<file path="config.mk">
export PLATFORM = sky130hd
export DESIGN_NAME = fpga_operand_entry
export DESIGN_NICKNAME = d
export VERILOG_FILES = /design/src/rtl/cpu_types_pkg.sv /design/src/rtl/key_debounce.sv /design/src/rtl/fpga_operand_entry.sv
export SDC_FILE = /design/constraint.sdc
export NUM_CORES = 1
export LEC_CHECK = 0
export BUFFER_PORTS_ARGS = -buffer_cell sky130_fd_sc_hd__buf_2
export CAP_MARGIN = 20
export CORE_ASPECT_RATIO = 1.75
export CORE_MARGIN = 2
export CORE_UTILIZATION = 52
export DETAILED_ROUTE_END_ITERATION = 12
export GPL_TIMING_DRIVEN = 0
export PLACE_DENSITY_LB_ADDON = 0.25
export RECOVER_POWER = 50
export SYNTH_ARGS = -nofsm -noshare
export SYNTH_HDL_FRONTEND = slang
export SYNTH_HIERARCHICAL = 1
export SYNTH_SLANG_ARGS = --single-unit
</file>
<file path="constraint.sdc">
create_clock -name CLK -period 1.8 [get_ports CLK]
set_clock_uncertainty 0.2 [all_clocks]
set_input_delay 0.18 -clock CLK [delete_from_list [all_inputs] [get_ports CLK]]
set_output_delay 0.18 -clock CLK [all_outputs]
set_load 0.01 [all_outputs]
</file>
<file path="src/rtl/cpu_types_pkg.sv">
// Shared CPU bring-up types: ALU opcodes, operand-entry states and board timing constants.
package cpu_types_pkg;

  typedef enum logic [3:0] {
    ALU_ADD   = 4'h0,
    ALU_SUB   = 4'h1,
    ALU_AND   = 4'h2,
    ALU_OR    = 4'h3,
    ALU_XOR   = 4'h4,
    ALU_NOR   = 4'h5,
    ALU_SLL   = 4'h6,
    ALU_SRL   = 4'h7,
    ALU_SRA   = 4'h8,
    ALU_SLT   = 4'h9,
    ALU_SLTU  = 4'hA,
    ALU_LUI   = 4'hB,
    ALU_PASSA = 4'hC,
    ALU_PASSB = 4'hD,
    ALU_MUL   = 4'hE,
    ALU_RSV   = 4'hF
  } aluop_t;

  typedef enum logic [1:0] {
    LOAD_A  = 2'd0,
    LOAD_B  = 2'd1,
    LOAD_OP = 2'd2,
    SHOW    = 2'd3
  } entry_state_t;

  // 10 ms of stable level at 50 MHz
  localparam int DEBOUNCE_50MHZ = 500000;

endpackage

</file>
<file path="src/rtl/key_debounce.sv">
// One active-low push button: 2-flop synchronizer, stable-level debounce and a
// single-cycle press pulse on the released->pressed transition of the stable level.
module key_debounce #(
  parameter int DEBOUNCE_CYCLES = 4
) (
  input  logic CLK,
  input  logic nRST,
  input  logic key_n_raw,
  output logic pressed,
  output logic press_pulse
);

  localparam int CNT_W = (DEBOUNCE_CYCLES > 1) ? $clog2(DEBOUNCE_CYCLES) : 1;
  localparam logic [CNT_W-1:0] CNT_LAST = CNT_W'(DEBOUNCE_CYCLES - 1);

  logic [1:0]       sync_q;
  logic             synced;
  logic             stable;
  logic             stable_d;
  logic [CNT_W-1:0] cnt;

  assign synced = sync_q[1];

  always_ff @(posedge CLK or negedge nRST) begin
    if (!nRST) begin
      sync_q   <= 2'b11;
      stable   <= 1'b1;
      stable_d <= 1'b1;
      cnt      <= '0;
    end else begin
      sync_q   <= {sync_q[0], key_n_raw};
      stable_d <= stable;
      // any sample matching the accepted level restarts the qualification window
      if (synced == stable) begin
        cnt <= '0;
      end else if (cnt == CNT_LAST) begin
        stable <= synced;
        cnt    <= '0;
      end else begin
        cnt <= cnt + 1'b1;
      end
    end
  end

  assign pressed     = ~stable;
  assign press_pulse = stable_d & ~stable;

endmodule

</file>
<file path="src/rtl/fpga_operand_entry.sv">
// Board input controller: debounced ENTER/CANCEL keys step a 4-state FSM that
// loads operand A, operand B and the opcode from the slide switches.
module fpga_operand_entry
  import cpu_types_pkg::*;
#(
  parameter int DEBOUNCE_CYCLES = DEBOUNCE_50MHZ,
  parameter int DATA_W          = 32
) (
  input  logic               CLK,
  input  logic               nRST,
  input  logic [3:0]         key_n,
  input  logic [17:0]        sw,
  output logic [DATA_W-1:0]  port_a,
  output logic [DATA_W-1:0]  port_b,
  output aluop_t             aluop,
  output logic               op_valid,
  output entry_state_t       entry_state,
  output logic [3:0]         keys_db
);

  logic [3:0]        press;
  logic [16:0]       sw_s1, sw_s2;
  logic [DATA_W-1:0] sext;
  logic              enter_ev, cancel_ev;

  entry_state_t      state_n;
  logic [DATA_W-1:0] port_a_n, port_b_n;
  aluop_t            aluop_n;
  logic              op_valid_n;

  for (genvar i = 0; i < 4; i++) begin : g_key
    key_debounce #(.DEBOUNCE_CYCLES(DEBOUNCE_CYCLES)) u_key (
      .CLK        (CLK),
      .nRST       (nRST),
      .key_n_raw  (key_n[i]),
      .pressed    (keys_db[i]),
      .press_pulse(press[i])
    );
  end

  // spare keys only report their level; sw[17] has no function
  logic unused_bits;
  assign unused_bits = ^{press[3:2], sw[17]};

  assign enter_ev  = press[0];
  assign cancel_ev = press[1];

  always_ff @(posedge CLK or negedge nRST) begin
    if (!nRST) begin
      sw_s1 <= '0;
      sw_s2 <= '0;
    end else begin
      sw_s1 <= sw[16:0];
      sw_s2 <= sw_s1;
    end
  end

  assign sext = {{(DATA_W-16){sw_s2[16]}}, sw_s2[15:0]};

  always_ff @(posedge CLK or negedge nRST) begin
    if (!nRST) begin
      entry_state <= LOAD_A;
      port_a      <= '0;
      port_b      <= '0;
      aluop       <= ALU_ADD;
      op_valid    <= 1'b0;
    end else begin
      entry_state <= state_n;
      port_a      <= port_a_n;
      port_b      <= port_b_n;
      aluop       <= aluop_n;
      op_valid    <= op_valid_n;
    end
  end

  // CANCEL takes priority over a coincident ENTER; holding registers are never cleared here
  always_comb begin
    state_n    = entry_state;
    port_a_n   = port_a;
    port_b_n   = port_b;
    aluop_n    = aluop;
    op_valid_n = op_valid;
    if (cancel_ev) begin
      state_n    = LOAD_A;
      op_valid_n = 1'b0;
    end else if (enter_ev) begin
      case (entry_state)
        LOAD_A: begin
          port_a_n = sext;
          state_n  = LOAD_B;
        end
        LOAD_B: begin
          port_b_n = sext;
          state_n  = LOAD_OP;
        end
        LOAD_OP: begin
          aluop_n    = aluop_t'(sw_s2[3:0]);
          op_valid_n = 1'b1;
          state_n    = SHOW;
        end
        SHOW: begin
          op_valid_n = 1'b0;
          state_n    = LOAD_A;
        end
        default: state_n = LOAD_A;
      endcase
    end
  end

endmodule

</file>
==> metrics.yaml, run 1 <==
cp_data_arrival_time_ns: 2.16
fin_cells: 1010
post-dp-hpwl_mm: 9.19
seqCellArea_sq_mm: 0.00416
timing.critical_path.cells: "nand2_2, or4_4, or4_4, a21oi_2"
failed_checks: "negative setup slack"
cts.sink_count: 165
clk_root_buffer_cell: "clkbuf_16"
clk_transition_reported_paths_ns: 0.07
tritoncts.num_buffers: 17
maxClockFrequency_mhz: 499
irDropWorstVdd_v: 0.000632
multi_input_combinational_cell_area_sq_mm: 0.00321
floorplan.io_pins: 99
max-clock-path-buffers: 2
die_area_sq_mm: 0.0145
most-common-layout-cells: "dfrtp_1, buf_4, buf_2, clkbuf_1, nor2_1"
critPathLaunchType: "register"
finalNetCount: 855
timing.critical_path.mode_cell: "or4_4"
grt.total_usage_pct: 23.3
fin_total_pwr_mw: 7.82
pin_count_of_the_biggest_net_entering_global_routing: 93
floorplan.initialDensity_pct: 52.7
final.setup.worst_slack_ns: -0.203
regToRegEndpoint: "g_key[0].u_key/cnt[17]$_DFF_PN0_"
dp.cells: 862
worstSetupPathDepth: 4
worst-setup-path-type: "reg -> reg"
insertedDiodeCount: 0
syn_inst: 590
core_area_sq_mm: 0.0133
die_width_um: 91.8
power.share.switching_pct: 25.1
worstSetupEndpoint: "g_key[0].u_key/cnt[17]$_DFF_PN0_"
dieHeight_um: 158
placement.setup.worst_slack_ns: -0.373
viasPerCell: 5.40
detail_route.drc_violations: 0
layout.core_utilization_pct: 76.0
drt-wirelength-per-cell_um: 18.0
layout-drive-gt1-share_pct: 50.7
vias: 5450
place.port_buffers: 97
r2r_cells: 4
drt.antenna.violating_nets: 0
timing.critical_path.slowest_stage_cell: "or4_4"
total_buffers_and_inverters_traversed_by_the_critical_path: 0
highest_fanout_seen_on_the_critical_path: 4
final_setup_violating_endpoints: 80
power_density_mw_per_mm2: 773
rr_startpoint: "g_key[0].u_key/cnt[0]$_DFF_PN0_"
timing.slew.headroom_pct: 29.8
timing.final.crit_period_ns: 2.00
tritoncts_clock_tree: "built"
share_of_the_clock_period_used_by_the_worst_path_after_layout_pct: 111
crit_path_start: "g_key[0].u_key/cnt[0]$_DFF_PN0_"
worst_ep_required_time_ns: 1.96
fillCellCount: 824
cts.htree.levels: 4
r2r_setup_slack_ns: -0.20
power_frac_seq_pct: 49.0
grt_setup_unrepaired: "yes"
worst_skew_pair.late_latency_ns: 0.42
cpLargestDelayFamily: "simple AND/OR/NAND/NOR gates"
worst_slew_pin_slew_ns: 1.05
final_cell_area_sq_mm: 0.0101
antenna_found_initial: 0
outcome: "finished, violations left"
total_switching_power_mw: 1.96
worst_setup_path_end_kind: "register"
layout.cells.most_common: "dfrtp_1"
area_growth_syn_to_layout_pct: 44.1
clock_power_share_pct: 46.1
power.combinational.fraction_pct: 4.9
number_of_global_route_vias_before_repair: 5578
slew_viol_final: 0
rows: 56
number_of_max_cap_violations: 0
grt.overflow.total: 0
place_congestion: 0.832
routed_wirelength_mm: 18.2
drt-pass1-iter-count: 4
hp-class: "reg -> reg"
placed_cell_area_sq_mm: 0.00785
synth.cell_area_sq_mm: 0.00702
syn-mean-instance-area_sq_um: 11.9
ys.warnings.count: 6
hold_viol_final: 0
internal-power_mw: 5.86
drt-initial-drc-count: 319
grt_first_pass_wirelength_mm: 26.7
p_leak_nw: 4.54
synthesized_nets: 622
crit_path_max_incr_delay_ns: 0.57
-- worst min path at each step --
| stage | from | endpoint | cells past startpoint |
|---|---|---|---|
| after floorplan | nRST | aluop[0]$_DFFE_PN0P_ | 0 |
| after global placement | key_n[0] | g_key[0].u_key/sync_q[0]$_DFF_PN1_ | 1 |
| after detailed placement | nRST | g_key[3].u_key/cnt[7]$_DFF_PN0_ | 1 |
| after CTS | sw_s1[2]$_DFF_PN0_ | sw_s2[2]$_DFF_PN0_ | 0 |
| after global routing | sw_s1[15]$_DFF_PN0_ | sw_s2[15]$_DFF_PN0_ | 0 |
| final | sw_s1[5]$_DFF_PN0_ | sw_s2[5]$_DFF_PN0_ | 0 |
-- timing repair --
item	in CTS	in global routing
pin swaps	50	51
endpoints found under the setup margin	114	121
setup buffers	70	20
resized for setup	89	121
gates cloned	4	4
hold buffers	22	0
endpoints found under the hold margin	87	0
-- power groups by stage --
stage,Clock [mW],Combinational (mW),Sequential [mW]
global placement,0,0.176,3.89
CTS,3.63,0.314,3.83
finish,3.60,0.384,3.83
floorplan,0,0.0676,3.89
detailed placement,0,0.191,3.90
global route,3.82,0.419,3.84
-- registers in the layout (all words and copies together), names as in the netlist --
| name | count |
|---|---|
| aluop | 4 |
| entry_state | 2 |
| g_key.u_key/cnt | 76 |
| g_key.u_key/stable | 4 |
| g_key.u_key/stable_d | 2 |
| g_key.u_key/sync_q | 8 |
| op_valid | 1 |
| port_a | 17 |
| port_b | 17 |
| sw_s1 | 17 |
| sw_s2 | 17 |
-- final cells by class --
type | count | area share, %
Buffer | 37 | 3.12
Clock buffer | 18 | 4.34
Clock inverter | 14 | 1.46
Inverter | 26 | 0.965
Multi-Input combinational cell | 358 | 31.7
Sequential cell | 165 | 41.2
Tap cell | 174 | 2.15
Timing Repair Buffer | 218 | 15.0
-- layer usage --
metal,GRT usage [%],vias up,part of all wire (%)
met2,43.7,164,57
met5,0,-,0
li1,-,2479,-
met4,10.9,0,2.6
met1,25.1,2760,37
met3,4.43,47,3.5
-- stage by stage --
step	hold slack [ns]	setup TNS [ns]
final	0.149	-10.33
after global routing	0.150	-26.38
after CTS	0.150	-6.15
after detailed placement	0.0568	-21.34
after global placement	0.0845	-328.46
after floorplan	-0.316	-1.26
(Power assumes the default switching activity.)
==> run 2, diff against run 1 <==
==> constraint.sdc (replaced) <==
create_clock -name CLK -period 1.62 [get_ports CLK]
set_clock_uncertainty 0.2 [all_clocks]
set_input_delay 0.162 -clock CLK [delete_from_list [all_inputs] [get_ports CLK]]
set_output_delay 0.162 -clock CLK [all_outputs]
set_load 0.01 [all_outputs]
==> run 2 against run 1 <==
Compared with the run above:
- worst hold slack worse by 0.029 ns
- total power is 12% higher
- sequential power rose by 11%
- global-route usage grew 0.92 points
- cell area up 4.8%
- count of clock-buffer cells in the layout is 1 lower
- largest power group unchanged
- the run still ends with negative setup slack left
==> metrics.yaml, run 2 (synthesized netlist as in run 1, its figures left out) <==
outcome: "finished, violations left"
failed_checks: "negative setup slack"
rows: 56
cts.sink_count: 165
power_density_mw_per_mm2: 828
grt.total_usage_pct: 24.2
total_buffers_and_inverters_traversed_by_the_critical_path: 2
layout.core_utilization_pct: 79.6
grt_first_pass_wirelength_mm: 27.5
pin_count_of_the_biggest_net_entering_global_routing: 91
final.setup.worst_slack_ns: -0.441
largest_register_ff_count: 76
worst-setup-path-type: "reg -> reg"
maxClockFrequency_mhz: 485
timing.final.crit_period_ns: 2.06
max-clock-path-buffers: 2
highest_fanout_seen_on_the_critical_path: 5
antenna_found_initial: 0
final_setup_violating_endpoints: 124
tritoncts_clock_tree: "built"
fin_cells: 1026
regMostFlops: "g_key.u_key/cnt"
p_leak_nw: 4.90
number_of_global_route_vias_before_repair: 5744
floorplan.io_pins: 99
cp_data_arrival_time_ns: 2.16
worst_setup_path_end_kind: "register"
layout.cells.most_common: "dfrtp_1"
drt-initial-drc-count: 262
hold_viol_final: 0
multi_input_combinational_cell_area_sq_mm: 0.00324
seqCellArea_sq_mm: 0.00416
drt-pass1-iter-count: 4
die_area_sq_mm: 0.0145
viasPerCell: 5.53
die_width_um: 91.8
timing.slew.headroom_pct: 52.3
floorplan.initialDensity_pct: 52.7
cpLargestDelayFamily: "simple AND/OR/NAND/NOR gates"
crit_path_max_incr_delay_ns: 0.41
irDropWorstVdd_v: 0.000940
most-common-layout-cells: "dfrtp_1, buf_4, buf_2, buf_6, nor2_2"
place_congestion: 0.781
clk_transition_reported_paths_ns: 0.08
timing.critical_path.cells: "buf_4, nor4_4, nand4_1, o21ai_4, buf_6, a21oi_4"
insertedDiodeCount: 0
area_growth_syn_to_layout_pct: 51.0
fillCellCount: 670
finalNetCount: 871
routed_wirelength_mm: 21.1
post-dp-hpwl_mm: 9.28
worst_slew_pin_slew_ns: 0.715
core_area_sq_mm: 0.0133
dieHeight_um: 158
place.port_buffers: 97
fin_setup_tns_ns: -34.77
cts.htree.levels: 4
slew_viol_final: 0
layout-drive-gt1-share_pct: 57.9
dp.cells: 862
timing.critical_path.slowest_stage_cell: "dfrtp_1"
worst_ep_required_time_ns: 1.72
placement.setup.worst_slack_ns: -0.575
critPathLaunchType: "register"
drt-wirelength-per-cell_um: 20.6
share_of_the_clock_period_used_by_the_worst_path_after_layout_pct: 127
worst_skew_pair.late_latency_ns: 0.43
vias: 5672
grt.overflow.total: 0
hp-class: "in -> async"
number_of_max_cap_violations: 0
grt_setup_unrepaired: "yes"
tritoncts.num_buffers: 17
clk_root_buffer_cell: "clkbuf_16"
drt.antenna.violating_nets: 0
detail_route.drc_violations: 0
[run 2: cell count changes in the layout (fill, tap and decap cells not counted), moves of 12 or more]
cell      delta
nor2_1      -12
nor2_2      +22
mux2_2      -13
buf_6       +32
clkbuf_1    -39
buf_2       +22
mux2_4      +13
[run 2: final cells by class]
type                       count  area share [%]
timing repair buffer         234            17.7
tap                          174            2.05
clock inverter                15            1.72
sequential                   165            39.3
multi-input combinational    358            30.6
clock buffer                  17            4.01
buffer                        37            3.71
inverter                      26           0.921
[run 2: what timing repair did]
| action | 4_1_cts | 5_1_grt |
|---|---|---|
| gates cloned | 5 | 1 |
| endpoints found under the hold margin | 96 | 0 |
| setup buffers | 89 | 23 |
| endpoints found under the setup margin | 150 | 151 |
| resized for setup | 125 | 128 |
| hold buffers | 22 | 0 |
| pin swaps | 53 | 35 |
[run 2: worst reg2reg max path: cells and delay by family, from the launching register on]
kind,cells,cell delay (ns)
compound gates,2,0.40
simple gates,2,0.56
flops,1,0.41
buf+inv,2,0.36
[run 2: final timing paths]
kind | end | slack [ns] | from | depth (start not counted)
worst min register to register | sw_s2[2]$_DFF_PN0_ | 0.16 | sw_s1[2]$_DFF_PN0_ | 0
worst max register to register | g_key[0].u_key/cnt[18]$_DFF_PN0_ | -0.44 | g_key[0].u_key/cnt[9]$_DFF_PN0_ | 6
max in group asynchronous | g_key[2].u_key/cnt[9]$_DFF_PN0_ | 0.16 | nRST | 3
worst min-delay path | sw_s2[16]$_DFF_PN0_ | 0.12 | nRST | 2
worst max-delay path | g_key[0].u_key/cnt[18]$_DFF_PN0_ | -0.44 | g_key[0].u_key/cnt[9]$_DFF_PN0_ | 6
min in group CLK | sw_s2[2]$_DFF_PN0_ | 0.16 | sw_s1[2]$_DFF_PN0_ | 0
[run 2: power breakdown]
part           internal [mW]  total [mW]  switching [mW]
Combinational          0.191       0.423           0.232
Sequential              4.20        4.26          0.0602
Clock                   2.10        4.09            1.99
Total                   6.49        8.77            2.28
[run 2: layer usage]
metal	vias up	wire (um)	global-route usage, %
met5	-	0	0
met4	0	931	11.9
met3	72	839	5.09
met2	215	11900	45.4
met1	2879	7460	25.5
li1	2506	-	-
[run 2: metrics by stage]
step / total power [mW] / hold WS (ns) / area [sq um]
2_1_floorplan: 4.41 / -0.334 / 7190
3_3_place_gp: 4.54 / 0.0672 / 7900
3_5_place_dp: 4.56 / 0.0378 / 7930
4_1_cts: 8.70 / 0.153 / 9920
5_1_grt: 9.03 / 0.153 / 10600
6_report: 8.77 / 0.120 / 10600
==> run 3, diff against run 2 <==
--- a/config.mk
+++ b/config.mk
@@ -9,7 +9,8 @@
 export CAP_MARGIN = 20
 export CORE_ASPECT_RATIO = 1.75
 export CORE_MARGIN = 2
-export CORE_UTILIZATION = 52
+export CORE_UTILIZATION = 54
+export CTS_BUF_LIST = sky130_fd_sc_hd__clkbuf_4 sky130_fd_sc_hd__clkbuf_8
 export DETAILED_ROUTE_END_ITERATION = 12
 export GPL_TIMING_DRIVEN = 0
 export PLACE_DENSITY_LB_ADDON = 0.25
==> run 3 against run 2 <==
Compared with the run above:
- the flow still finishes with violations (negative setup slack)
- worst hold slack gained 0.0082 ns
- sequential share of layout area shrank 0.36 points
- clock power down 27%
- count of clock-buffer cells in the layout unchanged
- flip-flop and latch count is the same
- first-iteration DRC count increased by 100%
- via count is 6.2% higher
- cell count grew 1.6%
- maximum frequency down 0.69%
- cell area grew 0.99%
==> metrics.yaml, run 3 (synthesized netlist as in run 1, its figures left out) <==
outcome: "finished, violations left"
failed_checks: "negative setup slack"
timing.critical_path.slowest_stage_cell: "dfrtp_1"
final_setup_violating_endpoints: 234
cts.sink_count: 165
place_congestion: 0.839
die_width_um: 90.2
most-common-layout-cells: "dfrtp_1, buf_6, buf_4, buf_2, nor2_2"
total_buffers_and_inverters_traversed_by_the_critical_path: 1
layout.cells.most_common: "dfrtp_1"
grt_setup_unrepaired: "yes"
place.port_buffers: 97
vias: 6024
worstSetupPathDepth: 5
clk_transition_reported_paths_ns: 0.11
finalNetCount: 890
dieHeight_um: 155
drt-pass1-iter-count: 5
irDropWorstVdd_v: 0.000699
insertedDiodeCount: 0
power_density_mw_per_mm2: 721
drt.antenna.violating_nets: 0
worst-setup-path-type: "reg -> reg"
hold_depth: 2
rows: 55
clk_root_buffer_cell: "clkbuf_8"
tritoncts_clock_tree: "built"
hold_viol_final: 0
drt-wirelength-per-cell_um: 21.9
routed_wirelength_mm: 22.8
timing.final.crit_period_ns: 2.08
worst_skew_pair.late_latency_ns: 0.47
timing.slew.headroom_pct: 20.7
hold_ws_ns: 0.128
dp.cells: 859
p_leak_nw: 4.87
r2r_setup_slack_ns: -0.46
layout-drive-gt1-share_pct: 59.0
grt.overflow.total: 0
hp-class: "in -> reg"
worst_ep_required_time_ns: 1.77
post-dp-hpwl_mm: 8.87
r2r_cells: 5
drt-initial-drc-count: 531
number_of_global_route_vias_before_repair: 5836
number_of_max_cap_violations: 0
regMostFlops: "g_key.u_key/cnt"
rr_startpoint: "g_key[0].u_key/cnt[14]$_DFF_PN0_"
max-clock-path-buffers: 2
regToRegEndpoint: "g_key[0].u_key/cnt[15]$_DFF_PN0_"
floorplan.io_pins: 99
tritoncts.num_buffers: 17
final.setup.worst_slack_ns: -0.455
cts.htree.levels: 4
grt.total_usage_pct: 25.4
share_of_the_clock_period_used_by_the_worst_path_after_layout_pct: 128
die_area_sq_mm: 0.0140
highest_fanout_seen_on_the_critical_path: 5
slew_viol_final: 0
grt_first_pass_wirelength_mm: 28.4
cp_data_arrival_time_ns: 2.23
largest_register_ff_count: 76
fin_cells: 1042
detail_route.drc_violations: 0
floorplan.initialDensity_pct: 54.8
maxClockFrequency_mhz: 482
worst_setup_path_end_kind: "register"
min-delay-start: "key_n[0]"
critPathLaunchType: "register"
crit_path_max_incr_delay_ns: 0.51
worst_slew_pin_slew_ns: 1.19
fin_total_pwr_mw: 7.71
area_growth_syn_to_layout_pct: 52.5
antenna_found_initial: 1
pin_count_of_the_biggest_net_entering_global_routing: 84
timing.critical_path.cells: "nor4b_4, nand4_1, o21ai_4, buf_6, a21oi_1"
core_area_sq_mm: 0.0128
placement.setup.worst_slack_ns: -0.553
cpLargestDelayFamily: "simple AND/OR/NAND/NOR gates"
viasPerCell: 5.78
worst_hold_path.endpoint: "g_key[0].u_key/sync_q[0]$_DFF_PN1_"
==> run 3: repair_timing <==
action | CTS | global route
resized for setup | 135 | 162
pin swaps | 59 | 43
endpoints found under the hold margin | 103 | 0
cloned | 5 | 2
hold buffers | 22 | 0
setup endpoints to repair | 147 | 151
buffers inserted | 97 | 33
==> run 3: per-stage QoR <==
step	util [%]	TNS, ns	area (sq um)
after CTS	76.8	-21.44	9830
after global placement	61.7	-359.86	7890
after global routing	83.6	-70.80	10700
after floorplan	-	-7.86	7190
final	83.6	-40.07	10700
after detailed placement	61.9	-27.72	7930
==> run 3: how the worst max path moves through the flow <==
| stage | from | endpoint | slack [ns] |
|---|---|---|---|
| after floorplan | g_key[0].u_key/cnt[2]$_DFF_PN0_ | g_key[0].u_key/cnt[17]$_DFF_PN0_ | -0.40 |
| after global placement | nRST | g_key[3].u_key/cnt[12]$_DFF_PN0_ | -2.12 |
| after detailed placement | g_key[0].u_key/cnt[5]$_DFF_PN0_ | g_key[0].u_key/cnt[17]$_DFF_PN0_ | -0.55 |
| after CTS | g_key[1].u_key/cnt[2]$_DFF_PN0_ | g_key[1].u_key/cnt[17]$_DFF_PN0_ | -0.33 |
| after global routing | g_key[0].u_key/cnt[5]$_DFF_PN0_ | g_key[0].u_key/cnt[15]$_DFF_PN0_ | -0.48 |
| final | g_key[0].u_key/cnt[14]$_DFF_PN0_ | g_key[0].u_key/cnt[15]$_DFF_PN0_ | -0.46 |
==> run 3: metal layers <==
layer  vias up  global-route usage (%)  share of wire [%]  wire length, um
met1      3057                    27.0                 35             7960
li1       2551                       -                  -                -
met5         -                       0                  0                0
met2       319                    49.2                 56            12800
met3        97                    4.77                4.6             1060
met4         0                    9.52                4.5             1020
==> run 3: layout make-up <==
| cell class | instances | area, sq um |
|---|---|---|
| fillers | 575 | 2100 |
| repair buffers | 253 | 2150 |
| flip-flops and latches | 165 | 4170 |
| well taps | 171 | 214 |
| plain buffers | 37 | 449 |
| multi-input cells | 358 | 3240 |
| inverters | 26 | 97.6 |
| clock buffers | 17 | 234 |
| clock inverters | 15 | 153 |
==> run 3: worst register-to-register path: cells and delay by family, from the launching register on <==
family / cells / cell delay (ns)
AO/OA/AOI/OAI: 2 / 0.44
buffers and inverters: 1 / 0.20
flip-flops: 1 / 0.51
AND/OR/NAND/NOR: 2 / 0.61
==> run 3: report_power, final <==
group,switching (mW),internal (mW)
registers,0.0558,4.20
logic,0.253,0.213
clock network,1.83,1.16
